**config.mk**
```make
export PLATFORM = sky130hd
export DESIGN_NAME = acc_sequencer
export DESIGN_NICKNAME = d
export VERILOG_FILES = /design/src/rtl/acc_sequencer.sv
export SDC_FILE = /design/constraint.sdc
export NUM_CORES = 1
export LEC_CHECK = 0
export BUFFER_PORTS_ARGS = -buffer_cell sky130_fd_sc_hd__buf_2
export CORE_ASPECT_RATIO = 0.5
export CORE_MARGIN = 2
export CORE_UTILIZATION = 35
export CTS_CLUSTER_SIZE = 30
export DETAILED_ROUTE_END_ITERATION = 6
export HOLD_SLACK_MARGIN = 0.02
export PLACE_DENSITY = 0.61
export SLEW_MARGIN = 25
export SYNTH_ARGS = -nofsm -noshare
export SYNTH_HDL_FRONTEND = slang
export SYNTH_SLANG_ARGS = --single-unit
```
**constraint.sdc**
```tcl
create_clock -name clk -period 1.7 [get_ports clk]
set_input_delay 0.255 -clock clk [delete_from_list [all_inputs] [get_ports clk]]
set_output_delay 0.255 -clock clk [all_outputs]
set_load 0.02 [all_outputs]
```
**src/rtl/acc_sequencer.sv**
```systemverilog
// Accumulator sequencer that drives an external combinational adder through a
// fixed IDLE -> EXEC -> DONE cycle and keeps ALU-style C/Z/N/V flags.
module acc_sequencer #(
    parameter int WIDTH = 8
) (
    input  logic             clk,
    input  logic             rst,
    input  logic             op_valid,
    output logic             op_ready,
    input  logic [2:0]       op_code,
    input  logic [WIDTH-1:0] op_data,
    output logic [WIDTH-1:0] add_a,
    output logic [WIDTH-1:0] add_b,
    output logic             add_cin,
    input  logic [WIDTH-1:0] add_sum,
    input  logic             add_cout,
    output logic [WIDTH-1:0] acc,
    output logic             flag_c,
    output logic             flag_z,
    output logic             flag_n,
    output logic             flag_v,
    output logic             res_valid,
    output logic [1:0]       fsm_state
);

    // Handshake: a request transfers on a rising edge where op_valid && op_ready;
    // op_ready is high only in IDLE, and requests seen in other states are dropped.

    typedef enum logic [1:0] {
        IDLE = 2'd0,
        EXEC = 2'd1,
        DONE = 2'd2
    } state_t;

    localparam logic [2:0] OP_ADD  = 3'b000;
    localparam logic [2:0] OP_ADC  = 3'b001;
    localparam logic [2:0] OP_SUB  = 3'b010;
    localparam logic [2:0] OP_SBB  = 3'b011;
    localparam logic [2:0] OP_LOAD = 3'b100;
    localparam logic [2:0] OP_CLR  = 3'b101;

    state_t            state;
    state_t            state_next;
    logic [2:0]        op_code_q;
    logic [WIDTH-1:0]  op_data_q;
    logic              accept;
    logic              is_arith;
    logic [WIDTH-1:0]  b_sel;
    logic              cin_sel;

    logic              wb_acc_en;
    logic              wb_cv_en;
    logic [WIDTH-1:0]  wb_acc;
    logic              wb_c;
    logic              wb_v;

    assign op_ready  = (state == IDLE);
    assign res_valid = (state == DONE);
    assign fsm_state = state;
    assign accept    = op_valid && op_ready;
    assign is_arith  = (op_code[2] == 1'b0);

    always_ff @(posedge clk) begin
        if (rst) begin
            state <= IDLE;
        end else begin
            state <= state_next;
        end
    end

    always_comb begin
        state_next = state;
        case (state)
            IDLE:    if (accept) state_next = EXEC;
            EXEC:    state_next = DONE;
            DONE:    state_next = IDLE;
            default: state_next = IDLE;
        endcase
    end

    // Subtraction is A + ~B + cin, so the flag register holds NOT borrow.
    always_comb begin
        b_sel   = op_data;
        cin_sel = 1'b0;
        case (op_code)
            OP_ADD: begin
                b_sel   = op_data;
                cin_sel = 1'b0;
            end
            OP_ADC: begin
                b_sel   = op_data;
                cin_sel = flag_c;
            end
            OP_SUB: begin
                b_sel   = ~op_data;
                cin_sel = 1'b1;
            end
            OP_SBB: begin
                b_sel   = ~op_data;
                cin_sel = flag_c;
            end
            default: begin
                b_sel   = op_data;
                cin_sel = 1'b0;
            end
        endcase
    end

    always_comb begin
        wb_acc_en = 1'b0;
        wb_cv_en  = 1'b0;
        wb_acc    = acc;
        wb_c      = flag_c;
        wb_v      = flag_v;
        case (op_code_q)
            OP_ADD, OP_ADC, OP_SUB, OP_SBB: begin
                wb_acc_en = 1'b1;
                wb_cv_en  = 1'b1;
                wb_acc    = add_sum;
                wb_c      = add_cout;
                wb_v      = (add_a[WIDTH-1] == add_b[WIDTH-1]) &&
                            (add_sum[WIDTH-1] != add_a[WIDTH-1]);
            end
            OP_LOAD: begin
                wb_acc_en = 1'b1;
                wb_acc    = op_data_q;
            end
            OP_CLR: begin
                wb_acc_en = 1'b1;
                wb_acc    = '0;
            end
            default: begin
                wb_acc_en = 1'b0;
            end
        endcase
    end

    // Adder operands are only reloaded for arithmetic ops and otherwise hold.
    always_ff @(posedge clk) begin
        if (rst) begin
            op_code_q <= 3'b110;
            op_data_q <= '0;
            add_a     <= '0;
            add_b     <= '0;
            add_cin   <= 1'b0;
        end else if (accept) begin
            op_code_q <= op_code;
            op_data_q <= op_data;
            if (is_arith) begin
                add_a   <= acc;
                add_b   <= b_sel;
                add_cin <= cin_sel;
            end
        end
    end

    always_ff @(posedge clk) begin
        if (rst) begin
            acc    <= '0;
            flag_c <= 1'b0;
            flag_z <= 1'b0;
            flag_n <= 1'b0;
            flag_v <= 1'b0;
        end else if (state == EXEC) begin
            if (wb_acc_en) begin
                acc    <= wb_acc;
                flag_z <= (wb_acc == '0);
                flag_n <= wb_acc[WIDTH-1];
            end
            if (wb_cv_en) begin
                flag_c <= wb_c;
                flag_v <= wb_v;
            end
        end
    end

endmodule

```
==> results of run 1 <==
sequential cells by signal, indices dropped and copies added, names as in the netlist:
register and count:
acc 8, fsm_state 2, op_data_q 8, op_code_q 3, add_cin 1, flag_c 1
add_b 8, add_a 8, flag_v 1, flag_z 1
Yosys cell counts (all sizes together), types with 2 or more instances:
cell type / number
nand2: 60
dfxtp: 41
a21oi: 29
nor2: 28
a211oi: 10
buf: 8
clkbuf: 8
xnor2: 8
a31oi: 6
or3b: 6
nand2b: 2
nor2b: 2
routing by layer:
metal	vias up	GRT usage [%]	wire length [um]
li1	842	-	-
met1	711	19.3	2080
met2	34	23.4	1760
met3	4	4.72	200
met4	0	4.73	35
met5	-	0	0
per-stage QoR:
stage	hold slack (ps)	power (mW)
after floorplan	379	1.24
after global placement	442	1.34
after detailed placement	444	1.35
after CTS	209	1.97
after global routing	214	2.05
final	216	1.95
report_power, final:
| part | total, mW | switching (mW) | internal (mW) |
|---|---|---|---|
| clock | 0.632 | 0.309 | 0.322 |
| combinational | 0.283 | 0.165 | 0.119 |
| sequential | 1.04 | 0.0362 | 1.00 |
area by class of cell:
class | instances | area (um^2) | area share [%]
clock buffer | 7 | 86.3 | 3.93
multi-input combinational | 163 | 848 | 38.6
timing repair buffer | 64 | 355 | 16.2
tap | 70 | 87.6 | 3.98
sequential | 41 | 821 | 37.3
critical path: stages (launching register included):
cell	delay, ps
dfxtp_1	400
or3b_2	470
a31oi_1	250
nor4_1	100
nand4b_1	100
a21oi_1	70
cells by family (layout without fill, tap and decap cells):
logic type                Yosys count  after routing  share of synthesized area (%)
AOI/OAI and AO/OA                  50             50                           17.2
xor gates and xnor gates            8              8                           4.00
buffers and inverters              16             71                           4.65
DFF                                41             41                           46.9
muxes                               1              1                          0.572
and+or+nand+nor                   104            104                           26.7
worst paths after layout:
path                            slack [ps]  cells after the start       end          from
worst max-delay path                   200                      5    flag_z  op_code_q[1]
worst min-delay path                   220                      3    flag_c      add_cout
worst max register to register         200                      5    flag_z  op_code_q[1]
worst min register to register         450                      2  add_a[4]      add_a[4]
==> results_tabular.tex, run 1 <==
\begin{tabular}{lr}
\hline
Metric & Value \\
\hline
\multicolumn{2}{l}{\textbf{STA}} \\
Actual transition at the worst max-transition pin & 883 ps \\
Shortest period the worst path allows & 1500 ps \\
Final Cycle Share & 88.1\% \\
Worst setup skew after layout & 5.15 ps \\
Worst Setup Slack, final & 201 ps \\
Unrepaired setup endpoints after global routing & false \\
Count of final hold-check violations & 0 \\
Max-Slew Margin vs Limit & 41.0\% \\
Final Slew Violations & 0 \\
Final TNS setup & 0 ps \\
Final-report setup violation count & 0 \\
Upper clock frequency limit & 0.667 GHz \\
\multicolumn{2}{l}{\textbf{CTS}} \\
Worst-skew pair later-pin latency & 290 ps \\
Clock-pin transition on the worst setup and hold timing paths & 70 ps \\
H-Tree Depth & 2 \\
Clk Tree Root Cell & clkbuf\_8 \\
Number of buffers on the longest clock path & 2 \\
Number of gates resized after CTS & 0 \\
CTS Sinks & 41 \\
Inserted Clock Buffers & 5 \\
TritonCTS clock tree & built \\
Total of hold buffers inserted after clock tree synthesis & 0 \\
Post-CTS Setup Repair Bufs & 0 \\
\multicolumn{2}{l}{\textbf{Power and ir drop}} \\
Ratio of total power to cell area & 888 nW/um\^{}2 \\
VDD IR-drop max & 0.277 mV \\
Total leakage power & 0.901 nW \\
\multicolumn{2}{l}{\textbf{Place}} \\
Detailed placer's ending HPWL & 3100 um \\
Cell count after placement & 338 \\
Weighted congestion reported at the end of routability-driven placement & 0.798 \\
Post-place instance area & 2110 um\^{}2 \\
Worst Setup Slack post-DPL & 116 ps \\
Count of input and output buffers & 55 \\
\multicolumn{2}{l}{\textbf{Synthesis}} \\
Proportion of synthesized chip area in sequential cells & 46.9\% \\
Number of flops mapped to enable cells by yosys & 0 \\
Share of flip-flops with an asynchronous set or reset & 0\% \\
Cell type with the largest total area after synthesis & dfxtp\_1 \\
Netlist Area Pre-Place & 1750 um\^{}2 \\
Share of Yosys cell area claimed by the top area cell type & 46.9\% \\
Average cell area after synthesis & 7.96 um\^{}2 \\
Number of flip-flops and latches in the synthesized netlist & 41 \\
Gate count after technology mapping & 220 \\
Most common flop cell mapped by yosys & dfxtp\_1 \\
Syn nets & 243 \\
Warning count from the yosys run & 0 \\
Count of distinct cell types in the synthesized netlist & 29 \\
Biggest area contributors in the synthesized netlist & dfxtp\_1 47\%, nand2\_1 13\%, a21oi\_1 8.3\% \\
\multicolumn{2}{l}{\textbf{GRT}} \\
Via count of the first global-routing pass & 1319 \\
Largest net degree at the start of global routing & 25 \\
Global-route wire length before repair & 6350 um \\
Antenna violations before repair & 0 \\
Tot GR Track Use & 14.7\% \\
Global-route congestion overflow total & 0 \\
\multicolumn{2}{l}{\textbf{Floorplan}} \\
Starting density of the core & 36.0\% \\
Rows & 18 \\
Area inside the core boundary & 4860 um\^{}2 \\
Die Y & 54.0 um \\
Horiz. Die Dim & 104 um \\
DIE AREA & 5620 um\^{}2 \\
I/O Pins & 56 \\
\multicolumn{2}{l}{\textbf{Finish}} \\
NumNets Final & 298 \\
Post-route design area & 2200 um\^{}2 \\
Top library cells by usage in the layout, fill and taps aside & 60 x nand2\_1, 55 x buf\_2, 41 x dfxtp\_1 \\
Antenna fix cells & 0 \\
Count of fill cells added during filler insertion & 502 \\
P\&R area growth vs syn & 25.6\% \\
Final core area utilization & 45.2\% \\
Non-Filler Instances & 345 \\
Proportion of layout cells with a drive suffix above 1 & 29.5\% \\
Most common library cell in the layout ignoring fill and taps & nand2\_1 \\
\multicolumn{2}{l}{\textbf{Drt}} \\
Avg WL per Cell & 11.8 um \\
DRC violation count after routing & 0 \\
Ratio of routed vias to standard cells & 4.61 \\
Number of nets still failing antenna checks after routing & 0 \\
Total wire length after detailed routing & 4070 um \\
Total number of vias & 1591 \\
Detailed-router iteration count before antenna repair & 5 \\
DRC violation total after the first TritonRoute iteration & 25 \\
\multicolumn{2}{l}{\textbf{Worst setup path}} \\
Critical path type & reg2reg \\
CP startpoint kind & flip-flop \\
Required time of the critical path & 1860 ps \\
Maximum fanout count along the critical path & 12 \\
Kind of end point of the critical path & flip-flop \\
Data arrival time of the critical path & 1660 ps \\
\multicolumn{2}{l}{\textbf{Min path}} \\
Path category of the worst min-delay check & in2reg \\
\multicolumn{2}{l}{\textbf{Run}} \\
Total of max-cap violations & 0 \\
\multicolumn{2}{l}{\textbf{Run status}} \\
Result of the run & complete, no violations \\
\hline
\end{tabular}
Power figures use the tool's default switching activity.
==> inputs of run 2 (changes only) <==
- GPL_TIMING_DRIVEN: unset -> 0
- SKIP_CTS_REPAIR_TIMING: unset -> 1
- clock period: 1.7 -> 1.9 ns (I/O delays scaled with it)
==> results_tabular.tex, run 2 (synthesis gave the netlist of run 1 again) <==
\begin{tabular}{lr}
\hline
Metric & Value \\
\hline
\multicolumn{2}{l}{\textbf{Floorplan}} \\
Starting density of the core & 36.0\% \\
I/O Pins & 56 \\
DIE AREA & 5620 um\^{}2 \\
Rows & 18 \\
Die Y & 54.0 um \\
Area inside the core boundary & 4860 um\^{}2 \\
Horiz. Die Dim & 104 um \\
\multicolumn{2}{l}{\textbf{Power and ir drop}} \\
Total leakage power & 0.908 nW \\
Ratio of total power to cell area & 858 nW/um\^{}2 \\
VDD IR-drop max & 0.314 mV \\
Tot Pwr & 1.91 mW \\
\multicolumn{2}{l}{\textbf{CTS}} \\
Worst-skew pair later-pin latency & 290 ps \\
TritonCTS clock tree & built \\
Clk Tree Root Cell & clkbuf\_8 \\
Number of buffers on the longest clock path & 2 \\
Clock-pin transition on the worst setup and hold timing paths & 80 ps \\
CTS Sinks & 41 \\
H-Tree Depth & 2 \\
Inserted Clock Buffers & 5 \\
\multicolumn{2}{l}{\textbf{Worst setup path}} \\
Count of cell instances traversed by the critical path & 5 \\
Required time of the critical path & 2060 ps \\
Maximum fanout count along the critical path & 8 \\
Kind of end point of the critical path & flip-flop \\
Top delay family on crit path & simple AND/OR/NAND/NOR gates \\
Slowest stage cell on the critical path & or3b\_2 \\
Delay of the slowest cell on the worst path & 480 ps \\
Reg2Reg Depth & 5 \\
Critical path type & reg2reg \\
CP startpoint kind & flip-flop \\
Data arrival time of the critical path & 1660 ps \\
Worst path bufs/invs & 0 \\
Worst-path cell chain & or3b\_2 > a31oi\_1 > nor4\_1 > nand4b\_1 > a21oi\_1 \\
\multicolumn{2}{l}{\textbf{Min path}} \\
Worst hold path cell count & 3 \\
Path category of the worst min-delay check & in2reg \\
\multicolumn{2}{l}{\textbf{STA}} \\
Hold\_ws & 237 ps \\
Actual transition at the worst max-transition pin & 545 ps \\
Final Cycle Share & 78.8\% \\
Upper clock frequency limit & 0.668 GHz \\
Final Slew Violations & 0 \\
Worst setup skew after layout & 6.97 ps \\
Final-report setup violation count & 0 \\
Max-Slew Margin vs Limit & 63.7\% \\
Count of final hold-check violations & 0 \\
Worst Setup Slack, final & 404 ps \\
Unrepaired setup endpoints after global routing & false \\
Shortest period the worst path allows & 1500 ps \\
Final TNS setup & 0 ps \\
\multicolumn{2}{l}{\textbf{Finish}} \\
Antenna fix cells & 0 \\
Top library cells by usage in the layout, fill and taps aside & 60 x nand2\_1, 59 x buf\_2, 41 x dfxtp\_1 \\
Most common library cell in the layout ignoring fill and taps & nand2\_1 \\
NumNets Final & 304 \\
Final core area utilization & 45.8\% \\
Area of combinational cells with multiple inputs & 848 um\^{}2 \\
Proportion of layout cells with a drive suffix above 1 & 28.7\% \\
Register area & 821 um\^{}2 \\
Count of fill cells added during filler insertion & 522 \\
P\&R area growth vs syn & 27.3\% \\
\multicolumn{2}{l}{\textbf{GRT}} \\
Global-route met1 utilization & 20.4\% \\
Via count of the first global-routing pass & 1413 \\
Global routing's busiest layer & met2 \\
Global-route wire length before repair & 6750 um \\
Antenna violations before repair & 0 \\
Global-route congestion overflow total & 0 \\
Tot GR Track Use & 15.5\% \\
Largest net degree at the start of global routing & 14 \\
Met3 track demand over resource & 4.72\% \\
Met2 layer usage reported by global route & 25.1\% \\
\multicolumn{2}{l}{\textbf{Drt}} \\
DRC violation count after routing & 0 \\
Avg WL per Cell & 12.3 um \\
DRC violation total after the first TritonRoute iteration & 41 \\
Ratio of routed vias to standard cells & 4.58 \\
Total wire length after detailed routing & 4330 um \\
Total number of vias & 1611 \\
Detailed-router iteration count before antenna repair & 4 \\
Number of nets still failing antenna checks after routing & 0 \\
\multicolumn{2}{l}{\textbf{Place}} \\
Count of input and output buffers & 54 \\
Worst Setup Slack post-DPL & 426 ps \\
Weighted congestion reported at the end of routability-driven placement & 0.859 \\
Detailed placer's ending HPWL & 3310 um \\
\multicolumn{2}{l}{\textbf{Run status}} \\
Result of the run & complete, no violations \\
\multicolumn{2}{l}{\textbf{Run}} \\
Total of max-cap violations & 0 \\
\hline
\end{tabular}
==> run 2: cell count changes in the layout (fill, tap and decap cells not counted), sizes merged <==
cell,before,now
clkbuf,7,14
buf,64,62
bufinv,0,1
clkinvlp,0,1
==> run 2: path summary, 6_finish.rpt <==
| path | start | endpoint | slack [ps] |
|---|---|---|---|
| max | op_code_q[0] | flag_z | 400 |
| min | add_cout | flag_c | 240 |
| max reg2reg | op_code_q[0] | flag_z | 400 |
| min reg2reg | add_a[3] | add_a[3] | 450 |
==> run 2: worst min-delay path: stages <==
cell     delay [ps]
buf_2           100
nand2_1          50
a21oi_1          50
==> run 2: where the power goes <==
part	total [mW]	leakage, nW	internal (mW)	switching, mW
clock network	0.732	0.0574	0.427	0.305
registers	0.920	0.334	0.894	0.0253
logic	0.261	0.516	0.101	0.159
==> run 2: metal layers <==
metal | up-vias | part of all wire, %
met3 | 0 | 4.6
met1 | 730 | 50
li1 | 852 | -
met5 | - | 0
met2 | 29 | 45
met4 | 0 | 0
==> run 2: layout make-up <==
| type | count | share of cell area [%] |
|---|---|---|
| buffer | 16 | 3.65 |
| clock buffer | 6 | 3.71 |
| tap | 70 | 3.93 |
| timing repair buffer | 54 | 12.1 |
| sequential | 41 | 36.8 |
| multi-input combinational | 163 | 38.1 |
| clock inverter | 2 | 1.68 |
==> run 2: metrics by stage <==
stage	cell area, um^2	instances
5_1_grt	2230	352
3_5_place_dp	2110	344
6_report	2230	352
2_1_floorplan	1750	220
3_3_place_gp	2110	344
4_1_cts	2230	352
==> inputs of run 3 (changes only) <==
- PLACE_DENSITY: 0.61 -> 0.63
- clock period: 1.9 -> 1.3 ns (I/O delays scaled with it)
==> results_tabular.tex, run 3 (synthesis gave the netlist of run 1 again) <==
\begin{tabular}{lr}
\hline
Metric & Value \\
\hline
\multicolumn{2}{l}{\textbf{Run status}} \\
Result of the run & complete, but fails checks \\
Violated checks & negative setup slack \\
\multicolumn{2}{l}{\textbf{GRT}} \\
Global-route congestion overflow total & 0 \\
Largest net degree at the start of global routing & 13 \\
Antenna violations before repair & 0 \\
Via count of the first global-routing pass & 1526 \\
Tot GR Track Use & 16.7\% \\
Global-route wire length before repair & 7250 um \\
\multicolumn{2}{l}{\textbf{Floorplan}} \\
Starting density of the core & 36.0\% \\
DIE AREA & 5620 um\^{}2 \\
Area inside the core boundary & 4860 um\^{}2 \\
Die Y & 54.0 um \\
Horiz. Die Dim & 104 um \\
I/O Pins & 56 \\
Rows & 18 \\
\multicolumn{2}{l}{\textbf{Worst setup path}} \\
Required time of the critical path & 1460 ps \\
Reg2Reg Depth & 5 \\
Register-to-Register Setup Slack & -130 ps \\
Launch point of the worst reg-to-reg path & op\_code\_q[0] \\
R2r endpoint & flag\_z \\
Critical path type & reg2reg \\
CP startpoint kind & flip-flop \\
Data arrival time of the critical path & 1590 ps \\
Kind of end point of the critical path & flip-flop \\
Maximum fanout count along the critical path & 8 \\
\multicolumn{2}{l}{\textbf{Min path}} \\
Source of the worst hold timing path & add\_cout \\
Worst hold endpoint & flag\_c \\
Worst hold path cell count & 3 \\
Path category of the worst min-delay check & in2reg \\
\multicolumn{2}{l}{\textbf{Place}} \\
Count of input and output buffers & 54 \\
Cell count after placement & 344 \\
Weighted congestion reported at the end of routability-driven placement & 0.834 \\
Detailed placer's ending HPWL & 3400 um \\
\multicolumn{2}{l}{\textbf{STA}} \\
Max-Slew Margin vs Limit & 63.5\% \\
Count of final hold-check violations & 0 \\
Upper clock frequency limit & 0.699 GHz \\
Shortest period the worst path allows & 1430 ps \\
Actual transition at the worst max-transition pin & 548 ps \\
Worst Setup Slack, final & -131 ps \\
Final-report setup violation count & 4 \\
Final Cycle Share & 110\% \\
Final TNS setup & -149 ps \\
Unrepaired setup endpoints after global routing & true \\
Final Slew Violations & 0 \\
Worst setup skew after layout & 7.98 ps \\
Hold\_ws & 144 ps \\
\multicolumn{2}{l}{\textbf{Drt}} \\
DRC violation count after routing & 0 \\
Total wire length after detailed routing & 4570 um \\
Detailed-router iteration count before antenna repair & 4 \\
Ratio of routed vias to standard cells & 4.72 \\
DRC violation total after the first TritonRoute iteration & 41 \\
Avg WL per Cell & 12.9 um \\
Total number of vias & 1672 \\
Number of nets still failing antenna checks after routing & 0 \\
\multicolumn{2}{l}{\textbf{Run}} \\
Total of max-cap violations & 0 \\
\multicolumn{2}{l}{\textbf{CTS}} \\
Number of buffers on the longest clock path & 2 \\
Inserted Clock Buffers & 5 \\
Worst-skew pair later-pin latency & 290 ps \\
H-Tree Depth & 2 \\
CTS Sinks & 41 \\
Clock-pin transition on the worst setup and hold timing paths & 80 ps \\
Clk Tree Root Cell & clkbuf\_8 \\
TritonCTS clock tree & built \\
\multicolumn{2}{l}{\textbf{Finish}} \\
NumNets Final & 306 \\
Non-Filler Instances & 354 \\
Top library cells by usage in the layout, fill and taps aside & 59 x nand2\_1, 57 x buf\_2, 37 x dfxtp\_1 \\
Antenna fix cells & 0 \\
Proportion of layout cells with a drive suffix above 1 & 33.8\% \\
P\&R area growth vs syn & 32.7\% \\
Most common library cell in the layout ignoring fill and taps & nand2\_1 \\
\multicolumn{2}{l}{\textbf{Power and ir drop}} \\
Tot Pwr & 2.83 mW \\
Ratio of total power to cell area & 1220 nW/um\^{}2 \\
VDD IR-drop max & 0.420 mV \\
Total leakage power & 0.949 nW \\
\hline
\end{tabular}
[run 3: changes by cell type in the layout (fill, tap and decap cells not counted), sizes merged]
cell	delta
clkbuf	+1
clkinvlp	-1
buf	+2
[run 3: cell type report]
class	instances	area, um^2
Clock inverter	1	30.0
Tap cell	70	87.6
Clock buffer	7	86.3
Fill cell	501	2540
Buffer	15	91.3
Multi-Input combinational cell	163	906
Timing Repair Buffer	57	290
Sequential cell	41	831
[run 3: stage by stage]
step / util (%) / worst slack [ps] / area (um^2)
6_report: 47.7 / -131 / 2320
5_1_grt: 47.7 / -217 / 2320
4_1_cts: 46.5 / -308 / 2260
3_5_place_dp: 44.1 / -274 / 2140
3_3_place_gp: 44.1 / -270 / 2140
2_1_floorplan: - / -0.430 / 1790
[run 3: worst max path at each step]
stage / slack (ps) / cells after the start / start / end
after floorplan: -0.4 / 6 / fsm_state[1] / add_b[7]
after global placement: -270 / 5 / op_code_q[2] / flag_z
after detailed placement: -270 / 5 / op_code_q[2] / flag_z
after CTS: -310 / 5 / op_code_q[2] / flag_z
after global routing: -220 / 6 / op_code_q[1] / flag_z
final: -130 / 5 / op_code_q[0] / flag_z
[run 3: metal layers]
layer | share of wire (%) | global-route usage [%] | vias up
met5 | 0 | 0 | -
met4 | 0.94 | 5.18 | 0
met3 | 4.9 | 4.84 | 8
met2 | 45 | 28.6 | 35
met1 | 49 | 20.9 | 768
li1 | - | - | 861
[run 3: where the power goes]
part           switching [mW]  leakage (nW)  total (mW)  internal, mW
Combinational           0.250         0.555       0.418         0.168
Sequential             0.0429         0.336        1.35          1.31
Clock                   0.439        0.0585        1.07         0.626
Total                   0.732         0.949        2.83          2.10
[run 3: critical path: stages (launching register included)]
cell      delay, ps
dfxtp_4         380
or3b_4          390
a31oi_1         240
nor4_1          100
nand4b_1        130
a21oi_2          60
